--- src/rtl/shift_serializer_pkg.sv ---
// Shared definitions for the shift_serializer block: FSM encoding and counter sizing.
package shift_pkg;

  typedef enum logic {
    ST_IDLE  = 1'b0,
    ST_SHIFT = 1'b1
  } state_t;

  // Counter width able to hold 0..nbits inclusive.
  function automatic int cnt_w(input int nbits);
    return $clog2(nbits + 1);
  endfunction

endpackage

--- src/rtl/shift_serializer_bit_counter.sv ---
// Bit-position up-counter for the serializer; flags the final bit of a frame.
module bit_counter #(
  parameter int NBITS = 8,
  parameter int CNT_W = 4
) (
  input  logic clk,
  input  logic reset,
  input  logic clr,
  input  logic en,
  output logic last
);

  logic [CNT_W-1:0] cnt;

  always_ff @(posedge clk or posedge reset) begin
    if (reset) begin
      cnt <= '0;
    end else if (clr) begin
      cnt <= '0;
    end else if (en) begin
      cnt <= cnt + 1'b1;
    end
  end

  assign last = (cnt == CNT_W'(NBITS - 1));

endmodule

--- src/rtl/shift_serializer.sv ---
// Parallel-in/serial-out shifter with selectable bit order and idle level.
// Optional trailing parity bit is enabled by defining SHIFT_PARITY_EN.
module shift_serializer
  import shift_pkg::*;
#(
  parameter int WIDTH      = 8,
  parameter int MSB_FIRST  = 0,
  parameter int IDLE_LEVEL = 0,
  parameter int ODD_PARITY = 0
) (
  input  logic             clk,
  input  logic             reset,
  input  logic             load,
  input  logic             pause,
  input  logic [WIDTH-1:0] data_in,
  output logic             serial_out,
  output logic             busy,
  output logic             done
);

`ifdef SHIFT_PARITY_EN
  localparam int NBITS = WIDTH + 1;
`else
  localparam int NBITS = WIDTH;
`endif
  localparam int CW = cnt_w(NBITS);
  localparam logic IDLE_BIT = (IDLE_LEVEL != 0);

  generate
    if (WIDTH < 2 || ODD_PARITY < 0 || ODD_PARITY > 1) begin : g_bad_param
      $error("shift_serializer: WIDTH must be >= 2 and ODD_PARITY 0 or 1");
    end
  endgenerate

  state_t           state;
  logic [NBITS-1:0] shreg;
  logic [WIDTH-1:0] ordered;
  logic [NBITS-1:0] frame;
  logic             accept;
  logic             advance;
  logic             last;

  // Frame is arranged so the first bit to send sits at index 0.
  always_comb begin
    ordered = data_in;
    if (MSB_FIRST != 0) begin
      for (int i = 0; i < WIDTH; i++) ordered[i] = data_in[WIDTH-1-i];
    end
  end

`ifdef SHIFT_PARITY_EN
  assign frame = {(^data_in) ^ (ODD_PARITY != 0), ordered};
`else
  assign frame = ordered;
`endif

  assign accept  = (state == ST_IDLE) && load;
  assign advance = (state == ST_SHIFT) && !pause && !last;

  bit_counter #(
    .NBITS(NBITS),
    .CNT_W(CW)
  ) u_bit_counter (
    .clk  (clk),
    .reset(reset),
    .clr  (accept),
    .en   (advance),
    .last (last)
  );

  always_ff @(posedge clk or posedge reset) begin
    if (reset) begin
      state      <= ST_IDLE;
      shreg      <= '0;
      serial_out <= IDLE_BIT;
      busy       <= 1'b0;
      done       <= 1'b0;
    end else begin
      case (state)
        ST_IDLE: begin
          done <= 1'b0;
          if (load) begin
            shreg      <= frame >> 1;
            serial_out <= frame[0];
            busy       <= 1'b1;
            state      <= ST_SHIFT;
          end else begin
            serial_out <= IDLE_BIT;
          end
        end
        ST_SHIFT: begin
          if (!pause) begin
            if (last) begin
              state      <= ST_IDLE;
              busy       <= 1'b0;
              done       <= 1'b1;
              serial_out <= IDLE_BIT;
            end else begin
              serial_out <= shreg[0];
              shreg      <= shreg >> 1;
            end
          end
        end
        default: state <= ST_IDLE;
      endcase
    end
  end

endmodule

--- config.mk ---
export PLATFORM = sky130hd
export DESIGN_NAME = shift_serializer
export DESIGN_NICKNAME = d
export VERILOG_FILES = /design/src/rtl/shift_serializer_pkg.sv /design/src/rtl/shift_serializer_bit_counter.sv /design/src/rtl/shift_serializer.sv
export SDC_FILE = /design/constraint.sdc
export NUM_CORES = 1
export LEC_CHECK = 0
export BUFFER_PORTS_ARGS = -buffer_cell sky130_fd_sc_hd__buf_4
export CAP_MARGIN = 20
export CORE_MARGIN = 3
export CORE_UTILIZATION = 46
export CTS_CLUSTER_DIAMETER = 60
export CTS_CLUSTER_SIZE = 25
export DETAILED_ROUTE_END_ITERATION = 7
export HOLD_SLACK_MARGIN = 0.12
export PLACE_DENSITY = 0.71
export SKIP_CTS_REPAIR_TIMING = 1
export SYNTH_ARGS = -nofsm -noshare
export SYNTH_HDL_FRONTEND = slang
export SYNTH_SLANG_ARGS = --single-unit
--- constraint.sdc ---
create_clock -name clk -period 1.48 [get_ports clk]
set_input_delay 0.222 -clock clk [delete_from_list [all_inputs] [get_ports clk]]
set_output_delay 0.222 -clock clk [all_outputs]
set_load 0.03 [all_outputs]
# Word level (Yosys, flattened, before mapping)
# Index checks and enable logic that the tools add are counted.
classes:
  muxes: 21
  n_addsub: 1
  n_eq_ne: 5
  n_reduce_logical: 9
  bitwise_logic: 1
ops:
  columns: ["cell", "n"]
  rows:
  - ["$mux W8", 3]
  - ["$pmux W8 S2", 1]
  - ["$mux W1", 11]
  - ["$mux W4", 2]
  - ["$pmux W1 S2", 4]
  - ["$ne A2 B2 Y1 const B", 3]
  - ["$reduce_and A3 Y1", 2]
  - ["$add A4 B1 Y4 const B", 1]
  - ["$eq A4 B3 Y1 const B", 1]
  - ["$logic_and A1 B1 Y1", 3]
  - ["$logic_not A1 Y1", 2]
  - ["$ne A2 B1 Y1 const B", 1]
  - ["$reduce_and A2 Y1", 1]
  - ["$reduce_bool A2 Y1", 1]
  - ["$not A1 Y1", 1]
word_totals:
  wordCells: 43
  ff_bits: 16
  output_inout_bits: 3

# Longest topological paths before layout
# Gate-level depths: netlist of run 1.
depth:
  ltp_word: 5
  depth_mapped: 5
  mapped_depth_nobuf: 4

# Cells and area by module
# From an unflattened synthesis of run 1, not the netlist that was laid out.
hier_totals:
  hier_cells: 78
  area_unflattened_um2: 835.8
modules_own_cells:
  columns: ["mod", "area_per_inst_um2", "seq_area_each_um2", "cells_each", "n_inst"]
  rows:
  - ["shift_serializer", 631.9, 275.3, 59, 1]
  - ["bit_counter", 203.9, 100.1, 19, 1]

# Least setup slack after synthesis of run 1
# No wires, ideal clock.
synth_path:
  path_type: "flip-flop to flip-flop"
  from: "register u_bit_counter.cnt[0]"
  to: "register shreg[0]"
  slack_ns: 0.092
  setup_ns: 0.125
  n_path_buf: 0
  path_stages_with_launch: 5
  arrival_ns: 1.263
  cell_sequence: "dfrtp_1 ha_1 nand3b_4 a21oi_4 mux2_2"
synth_between:
  elab_chain_cells: 3
synth_rtl:
  columns: ["item", "line", "text"]
  rows:
  - ["start, declared", "shift_serializer_bit_counter.sv:13", "logic [CNT_W-1:0] cnt;"]
  - ["start signal, assigned", "shift_serializer_bit_counter.sv:21", "cnt <= cnt + 1'b1;"]
  - ["$eq A4 B3 Y1", "shift_serializer_bit_counter.sv:25", "assign last = (cnt == CNT_W'(NBITS - 1));"]
  - ["$ne A2 B2 Y1 (no source line)", null, null]
  - ["$reduce_and A3 Y1 (no source line)", null, null]
  - ["end signal, assigned", "shift_serializer.sv:83", "shreg <= frame >> 1;"]
  - ["end signal, assigned", "shift_serializer.sv:100", "shreg <= shreg >> 1;"]
  - ["end, declared", "shift_serializer.sv:36", "logic [NBITS-1:0] shreg;"]
# Every way passes these cells.
# A chain may end at the register's enable or synchronous reset.

# Worst setup path after layout of run 1
layout_path:
  from: "register u_bit_counter.cnt[1]"
  to: "register shreg[2]"
# Same word-level chain as after synthesis.

==> results of run 1 <==
==> critical path, cell delays in order, from the launching register on <==
cell and delay [ns]:
dfrtp_1 0.42, ha_4 0.17, nand3b_4 0.09, a21oi_4 0.18, buf_4 0.16, mux2_2 0.33
==> routing by layer <==
| layer | up-vias | GRT usage [%] |
|---|---|---|
| li1 | 261 | - |
| met1 | 256 | 20.4 |
| met2 | 8 | 23.4 |
| met3 | 2 | 2.34 |
| met4 | 0 | 8.52 |
| met5 | - | 0 |
==> power groups by stage <==
stage	combinational (mW)	clock (mW)	sequential, mW
6_report	0.901	0.235	0.725
5_1_grt	0.994	0.258	0.745
4_1_cts	0.813	0.242	0.713
3_5_place_dp	0.812	0	0.721
3_3_place_gp	0.794	0	0.708
2_1_floorplan	0.538	0	0.761
==> cells by family (layout without fill, tap and decap cells) <==
| family | Yosys count | after routing | synth area share (%) |
|---|---|---|---|
| adders and majority gates | 1 | 1 | 1.65 |
| muxes | 13 | 13 | 19.3 |
| DFF | 15 | 15 | 49.5 |
| AOI/OAI and AO/OA | 9 | 9 | 10.1 |
| and+or+nand+nor | 16 | 16 | 15.5 |
| buffers and inverters | 4 | 30 | 3.96 |
==> worst min-delay path by stage <==
stage                       to  slack [ns]  depth (start not counted)
floorplan                 busy        0.12                          1
global placement      shreg[2]        0.31                          2
detailed placement    shreg[2]        0.31                          2
CTS                   shreg[2]       0.002                          2
global route        serial_out        0.16                          2
finish              serial_out        0.17                          2
==> registers in the layout, summed over array words and instances (netlist names) <==
| register | count |
|---|---|
| done | 1 |
| serial_out | 1 |
| state | 1 |
| shreg | 7 |
| u_bit_counter.cnt | 4 |
| busy | 1 |
==> metrics by stage <==
step,cell area (um2),total power [mW]
after floorplan,758,1.30
after global placement,898,1.50
after detailed placement,898,1.53
after CTS,925,1.77
after global routing,977,2.00
final,977,1.86
==> cells in the final DEF, fill, tap and decap left out, types with 2 or more instances in the layout <==
| cell | instances |
|---|---|
| buf_4 | 23 |
| dfrtp_1 | 15 |
| mux2_2 | 13 |
| nor2b_1 | 3 |
| nor2_1 | 3 |
| clkbuf_4 | 3 |
| inv_1 | 2 |
| o22ai_1 | 2 |
| nand3_1 | 2 |
==> area by class of cell <==
cell class	count	area (um2)	share of cell area [%]
tap	16	20.0	2.05
timing repair buffer	24	183	18.7
inverter	2	7.51	0.768
clock buffer	4	26.3	2.69
sequential	15	375	38.4
multi-input combinational	39	365	37.4
==> metrics.yaml, run 1 <==
status: "finished clean"
p_comb_share_pct: 48.4
powerDensity_nw_per_um2: 1900
route.detailed.wl_per_inst_um: 14.3
path_class: "register to register"
ir_drop_v: 0.000917
max_cap_viol_count: 0
cts_root_buf: "clkbuf_4"
crit_fanout: 4
synth_edf_count: 0
num_rows: 14
clock.fmax_mhz: 689
cts_buffers: 3
num_io_pins: 15
power.leakage_nw: 0.503
drive_gt1_share_pct: 51.2
fin_skew_ns: 0.00196
required_ns: 1.65
numPortBuffers: 14
grt_pass1_wl_mm: 2.33
start_util_pct: 49.8
power.switching_uw: 635
cp.arrival_ns: 1.62
drc_errors: 0
synthFlopType: "dfrtp_1"
hold_path.class: "input port to register"
r2r-end: "shreg[2]"
slew_violations: 0
tritoncts: "done"
fp.dieW_um: 46.6
grt_start_max_net_pins: 16
ant_nets: 0
mappedNetlistArea_um2: 758
insertion_delay_ns: 0.28
syn2layout_area_growth_pct: 28.9
ff2ff_path_depth: 5
grt_pass1_vias: 553
dieArea_um2: 2170
ys_ff_latch: 15
end_kind: "register"
syn_inst: 58
hold_ws_ns: 0.169
critPathLaunchType: "register"
dr.pass1.iters: 4
syn_area_per_cell_um2: 13.1
cts_sinks: 15
fillCellCount: 126
syn_nets: 71
antenna_found_initial: 0
route.met3.wl_um: 46
drt_iter0_drc: 5
cts.htree.levels: 1
cts_buffer_depth: 2
crit_start: "u_bit_counter.cnt[1]"
wl_mm: 1.43
grtUsageTotal_pct: 15.3
vias: 527
timing.rr.start: "u_bit_counter.cnt[1]"
diodes: 0
sequentialPowerShare_pct: 39.0
yosysSeqAreaShare_pct: 49.5
final_nets: 98
synth.most_common_cell: "dfrtp_1"
ys_types: 24
internal_power_mw: 1.23
final.period_utilization_pct: 98.1
post-route-util_pct: 64.1
power_switching_share_pct: 34.1
place.gp.congestion: 0.767
setup_viol: 0
tightest_slew_ns: 0.563
fin_crit_ns: 1.45
relSlewSlack_pct: 62.4
dpl.cell_count: 91
dr_wl_met2_um: 741
cp-endpoint: "shreg[2]"
finalSetupTns_ns: 0
wl_met1_um: 630
hpwlAfterDp_mm: 1.06
viasPerCell: 5.27
power_frac_clock_pct: 12.6
clk_pin_slew_ns: 0.09
yosys.area.top_type: "dfrtp_1"
die_h_um: 46.6
core_um2: 1520
synth_common_cells: "dfrtp_1 (15), mux2_2 (13), nor2_1 (3), nor2b_1 (3)"
hold_violations: 0
regToRegSetupSlack_ns: 0.03
synth_top_area_share_pct: 49.5
grt-ovfl-total: 0
yosys-top-cells-area: "dfrtp_1 (50%), mux2_2 (19%), buf_6 (3.0%)"
final_cell_count_no_fill: 100
worst_slack_ns: 0.0284
yosys_warnings: 0
pre_cts_ws_ns: -0.00128
highest-signal-layer: "met4"
synthArstFlopShare_pct: 100
min_from: "data_in[0]"
Power figures use the tool's default switching activity.
==> run 2, diff against run 1 <==
--- a/config.mk
+++ b/config.mk
@@ -14,6 +14,7 @@
 export DETAILED_ROUTE_END_ITERATION = 7
 export HOLD_SLACK_MARGIN = 0.12
 export PLACE_DENSITY = 0.71
+export REMOVE_ABC_BUFFERS = 1
 export SKIP_CTS_REPAIR_TIMING = 1
 export SYNTH_ARGS = -nofsm -noshare
 export SYNTH_HDL_FRONTEND = slang
==> metrics.yaml, run 2 (synthesized netlist as in run 1, its figures left out) <==
status: "finished clean"  # unchanged
fp.dieW_um: 46.6  # unchanged
p_total_mw: 1.82  # was 1.86 mW
drive_gt1_share_pct: 49.4  # was 51.2%
start_util_pct: 49.8  # unchanged
grt_pass1_wl_mm: 2.30  # was 2.33 mm
cts_root_buf: "clkbuf_4"  # unchanged
layout_common_cells: "buf_4 (19), dfrtp_1 (15), mux2_2 (13)"  # was buf_4 (23), dfrtp_1 (15), mux2_2 (13)
drc_errors: 0  # unchanged
cts_buffers: 3  # unchanged
fin_skew_ns: 0.00214  # was 0.00196 ns
max_stage_delay_ns: 0.42  # about the same
route.detailed.wl_per_inst_um: 15.1  # was 14.3 um
end_kind: "register"  # unchanged
critPathLaunchType: "register"  # unchanged
numPortBuffers: 14  # unchanged
cp_num_buf_inv: 0  # was 1
cpMaxStageDelayCell: "dfrtp_1"  # unchanged
tritoncts: "done"  # unchanged
regToRegSetupSlack_ns: 0.05  # was 0.03 ns
grt-ovfl-total: 0  # unchanged
hold_depth: 2  # unchanged
wl_mm: 1.47  # was 1.43 mm
antenna_found_initial: 0  # unchanged
timing.rr.start: "u_bit_counter.cnt[1]"  # unchanged
setup_viol: 0  # unchanged
slew_violations: 0  # unchanged
final_common_cell: "buf_4"  # unchanged
min_from: "data_in[0]"  # unchanged
power.leakage_nw: 0.487  # was 0.503 nW
path_class: "register to register"  # unchanged
largestRegisters: "shreg x7, u_bit_counter.cnt x4"  # unchanged
num_io_pins: 15  # unchanged
relSlewSlack_pct: 60.6  # was 62.4%
clock.fmax_mhz: 698  # was 689 MHz
required_ns: 1.65  # about the same
cts_sinks: 15  # unchanged
hold_path.class: "input port to register"  # unchanged
r2r-end: "shreg[2]"  # unchanged
grt_start_max_net_pins: 16  # unchanged
place.gp.congestion: 0.798  # was 0.767
cp.arrival_ns: 1.60  # was 1.62 ns
ant_nets: 0  # unchanged
grtUsageTotal_pct: 15.1  # was 15.3%
clk_pin_slew_ns: 0.09  # about the same
cts_buffer_depth: 2  # unchanged
dieArea_um2: 2170  # unchanged
cts.htree.levels: 1  # unchanged
die_h_um: 46.6  # unchanged
top_register: "shreg"  # unchanged
cp_top_family: "flip-flops"  # unchanged
regArea_um2: 375  # unchanged
hpwlAfterDp_um: 990  # was 1.06 mm
min_to: "serial_out"  # unchanged
powerDensity_nw_per_um2: 1910  # was 1900 nW/um2
dr.pass1.iters: 4  # unchanged
diodes: 0  # unchanged
final.period_utilization_pct: 96.8  # was 98.1%
final_area_um2: 956  # was 977 um2
crit_fanout: 5  # was 4
tightest_slew_ns: 0.590  # was 0.563 ns
core_um2: 1520  # unchanged
worst_slack_ns: 0.0476  # was 0.0284 ns
num_rows: 14  # unchanged
max_cap_viol_count: 0  # unchanged
viasPerCell: 5.73  # was 5.27
ff2ff_path_depth: 4  # was 5
final_nets: 95  # was 98
vias: 556  # was 527
pre_cts_ws_ns: 0.00458  # was -0.00128 ns
insertion_delay_ns: 0.28  # about the same
hold_violations: 0  # unchanged
cp_cell_sequence: "ha_4 > nand3b_4 > a21oi_4 > mux2_2"  # was ha_4 > nand3b_4 > a21oi_4 > buf_4 > mux2_2
place_area_um2: 891  # was 898 um2
multi_input_area_um2: 374  # was 365 um2
grt_pass1_vias: 515  # was 553
fillCellCount: 130  # was 126
drt_iter0_drc: 9  # was 5
ir_drop_v: 0.00114  # was 0.000917 V
largest_reg_flops: 7  # unchanged
fin_crit_ns: 1.43  # was 1.45 ns
syn2layout_area_growth_pct: 26.1  # was 28.9%
[run 2: cell count changes in the layout (fill, tap and decap cells not counted)]
cell     delta
buf_4       -4
a21oi_2     +1
[run 2: worst max path at each step]
stage / start / end / slack, ns / cells past startpoint
3_5_place_dp: u_bit_counter.cnt[1] / shreg[2] / 0.005 / 4
2_1_floorplan: state / shreg[0] / 0.07 / 3
5_1_grt: u_bit_counter.cnt[0] / shreg[2] / -0.009 / 4
4_1_cts: u_bit_counter.cnt[1] / shreg[2] / -0.008 / 4
6_report: u_bit_counter.cnt[1] / shreg[2] / 0.05 / 4
3_3_place_gp: u_bit_counter.cnt[1] / shreg[5] / 0.04 / 4
[run 2: cell type report]
class,count,area share [%]
clock buffers,4,2.75
inverters,2,0.785
multi-input cells,40,39.1
flip-flops and latches,15,39.3
well taps,16,2.09
repair buffers,20,16.0
[run 2: where the power goes]
group	internal (mW)	switching [mW]
clock network	0.105	0.129
logic	0.502	0.363
registers	0.586	0.138
[run 2: worst register-to-register path: stages (launching register included)]
cell and delay (ns):
dfrtp_1 0.42, ha_4 0.17, nand3b_4 0.11, a21oi_4 0.25, mux2_2 0.37
[run 2: per-stage QoR]
stage | hold slack (ns) | std cells | setup TNS, ns | util [%]
floorplan | 0.123 | 56 | 0 | -
global placement | 0.318 | 90 | 0 | 58.5
detailed placement | 0.328 | 90 | 0 | 58.5
CTS | 0.0174 | 94 | -0.00768 | 60.2
global route | 0.178 | 97 | -0.0273 | 62.7
finish | 0.175 | 97 | 0 | 62.7
[run 2: per-layer routing]
layer  GRT usage [%]  wire (um)  up-vias  part of all wire (%)
met5               0          0        -                     0
met4            6.82         31        0                   2.1
met3            4.69         68        4                   4.6
met2            22.5        722       14                    49
met1            19.7        642      278                    44
li1                -          -      260                     -
==> run 3, diff against run 2 <==
--- a/config.mk
+++ b/config.mk
@@ -7,7 +7,7 @@
 export LEC_CHECK = 0
 export BUFFER_PORTS_ARGS = -buffer_cell sky130_fd_sc_hd__buf_4
 export CAP_MARGIN = 20
-export CORE_MARGIN = 3
+export CORE_MARGIN = 5
 export CORE_UTILIZATION = 46
 export CTS_CLUSTER_DIAMETER = 60
 export CTS_CLUSTER_SIZE = 25
==> metrics.yaml, run 3 (synthesized netlist as in run 1, its figures left out) <==
viasPerCell: 5.23  # was 5.73
syn2layout_area_growth_pct: 26.9  # was 26.1%
grt_pass1_wl_mm: 2.42  # was 2.30 mm
final_cell_count_no_fill: 98  # was 97
relSlewSlack_pct: 61.1  # was 60.6%
cts_sinks: 15  # unchanged
grt_pass1_vias: 541  # was 515
cts_buffer_depth: 2  # unchanged
clock.fmax_mhz: 690  # was 698 MHz
fillCellCount: 143  # was 130
status: "finished clean"  # unchanged
drc_errors: 0  # unchanged
fin_crit_ns: 1.45  # was 1.43 ns
start_util_pct: 49.2  # was 49.8%
insertion_delay_ns: 0.27  # was 0.28 ns
final_common_cell: "buf_4"  # unchanged
grtUsageTotal_pct: 12.3  # was 15.1%
final.period_utilization_pct: 98.0  # was 96.8%
critPathLaunchType: "register"  # unchanged
cts_buffers: 3  # unchanged
largestRegisters: "shreg x7, u_bit_counter.cnt x4"  # unchanged
place_area_um2: 898  # was 891 um2
top_register: "shreg"  # unchanged
end_kind: "register"  # unchanged
num_rows: 14  # unchanged
hold_path.class: "input port to register"  # unchanged
hold_violations: 0  # unchanged
grt-busiest-layer: "met2"  # unchanged
tritoncts: "done"  # unchanged
numPortBuffers: 14  # unchanged
fin_skew_ns: 0.00412  # was 0.00214 ns
antenna_found_initial: 0  # unchanged
clk_pin_slew_ns: 0.08  # was 0.09 ns
setup_viol: 0  # unchanged
grt-ovfl-total: 0  # unchanged
path_class: "register to register"  # unchanged
core_um2: 1540  # was 1520 um2
route.detailed.wl_per_inst_um: 14.9  # was 15.1 um
power.leakage_nw: 0.495  # was 0.487 nW
cts_root_buf: "clkbuf_4"  # unchanged
crit_fanout: 8  # was 5
layout_common_cells: "buf_4 (21), dfrtp_1 (15), mux2_2 (13)"  # was buf_4 (19), dfrtp_1 (15), mux2_2 (13)
grt.met2_usage_pct: 18.6  # was 22.5%
grt_start_max_net_pins: 16  # unchanged
use_met3_pct: 2.96  # was 4.69%
use_met1_pct: 16.0  # was 19.7%
cp.arrival_ns: 1.61  # was 1.60 ns
ant_nets: 0  # unchanged
diodes: 0  # unchanged
largest_reg_flops: 7  # unchanged
cts.htree.levels: 1  # unchanged
place.gp.congestion: 0.758  # was 0.798
hpwlAfterDp_mm: 1.09  # was 990 um
required_ns: 1.64  # was 1.65 ns
slew_violations: 0  # unchanged
powerDensity_nw_per_um2: 1890  # was 1910 nW/um2
rsz0062_at_grt: "yes"
ir_drop_v: 0.00101  # was 0.00114 V
dpl.cell_count: 91  # was 90
drive_gt1_share_pct: 50.0  # was 49.4%
fp.dieW_um: 50.6  # was 46.6 um
die_h_um: 50.6  # was 46.6 um
num_io_pins: 15  # unchanged
final_area_um2: 962  # was 956 um2
wl_mm: 1.46  # was 1.47 mm
tightest_slew_ns: 0.583  # was 0.590 ns
drt_iter0_drc: 1  # was 9
final_nets: 96  # was 95
dr.pass1.iters: 3  # was 4
dieArea_um2: 2560  # was 2170 um2
regToRegSetupSlack_ns: 0.03  # was 0.05 ns
max_cap_viol_count: 0  # unchanged
vias: 513  # was 556
==> run 3: path summary, 6_finish.rpt <==
kind,from,to,cells past startpoint
max in group asynchronous,reset,shreg[0],3
hold / removal,data_in[0],serial_out,2
setup reg to reg,u_bit_counter.cnt[1],shreg[2],4
hold reg to reg,shreg[6],shreg[6],1
min in group asynchronous,reset,shreg[5],3
setup / recovery,u_bit_counter.cnt[1],shreg[2],4
==> run 3: area by class of cell <==
| type | count | area [um2] | share of cell area [%] |
|---|---|---|---|
| Sequential cell | 15 | 375 | 39.0 |
| Multi-Input combinational cell | 39 | 365 | 38.0 |
| Timing Repair Buffer | 22 | 168 | 17.4 |
| Clock buffer | 4 | 26.3 | 2.73 |
| Tap cell | 16 | 20.0 | 2.08 |
| Inverter | 2 | 7.51 | 0.780 |
==> run 3: metal layers <==
layer	wire length (um)	share of wire [%]	vias up
li1	-	-	258
met5	0	0	-
met2	747	51	9
met3	45	3.1	2
met1	654	45	244
met4	12	0.82	0
==> run 3: report_power, final <==
group | switching [mW] | leakage [nW] | internal (mW)
clock network | 0.124 | 0.0150 | 0.104
logic | 0.360 | 0.292 | 0.511
registers | 0.132 | 0.188 | 0.586
==> run 3: critical path, cell delays in order (launching register included) <==
cell and delay (ns):
dfrtp_1 0.41, ha_4 0.17, nand3b_4 0.09, a21oi_4 0.29, mux2_2 0.37
==> run 3: stage by stage <==
| step | hold slack (ns) | setup TNS [ns] | setup WS, ns | util (%) | power, mW |
|---|---|---|---|---|---|
| finish | 0.198 | 0 | 0.0301 | 62.4 | 1.82 |
| global route | 0.193 | -0.189 | -0.0394 | 62.4 | 1.96 |
| CTS | 0.0154 | -0.0124 | -0.00792 | 60.0 | 1.78 |
| detailed placement | 0.322 | 0 | 0.00119 | 58.3 | 1.54 |
| global placement | 0.316 | 0 | 0.0414 | 58.3 | 1.51 |
| floorplan | 0.123 | 0 | 0.0692 | - | 1.26 |
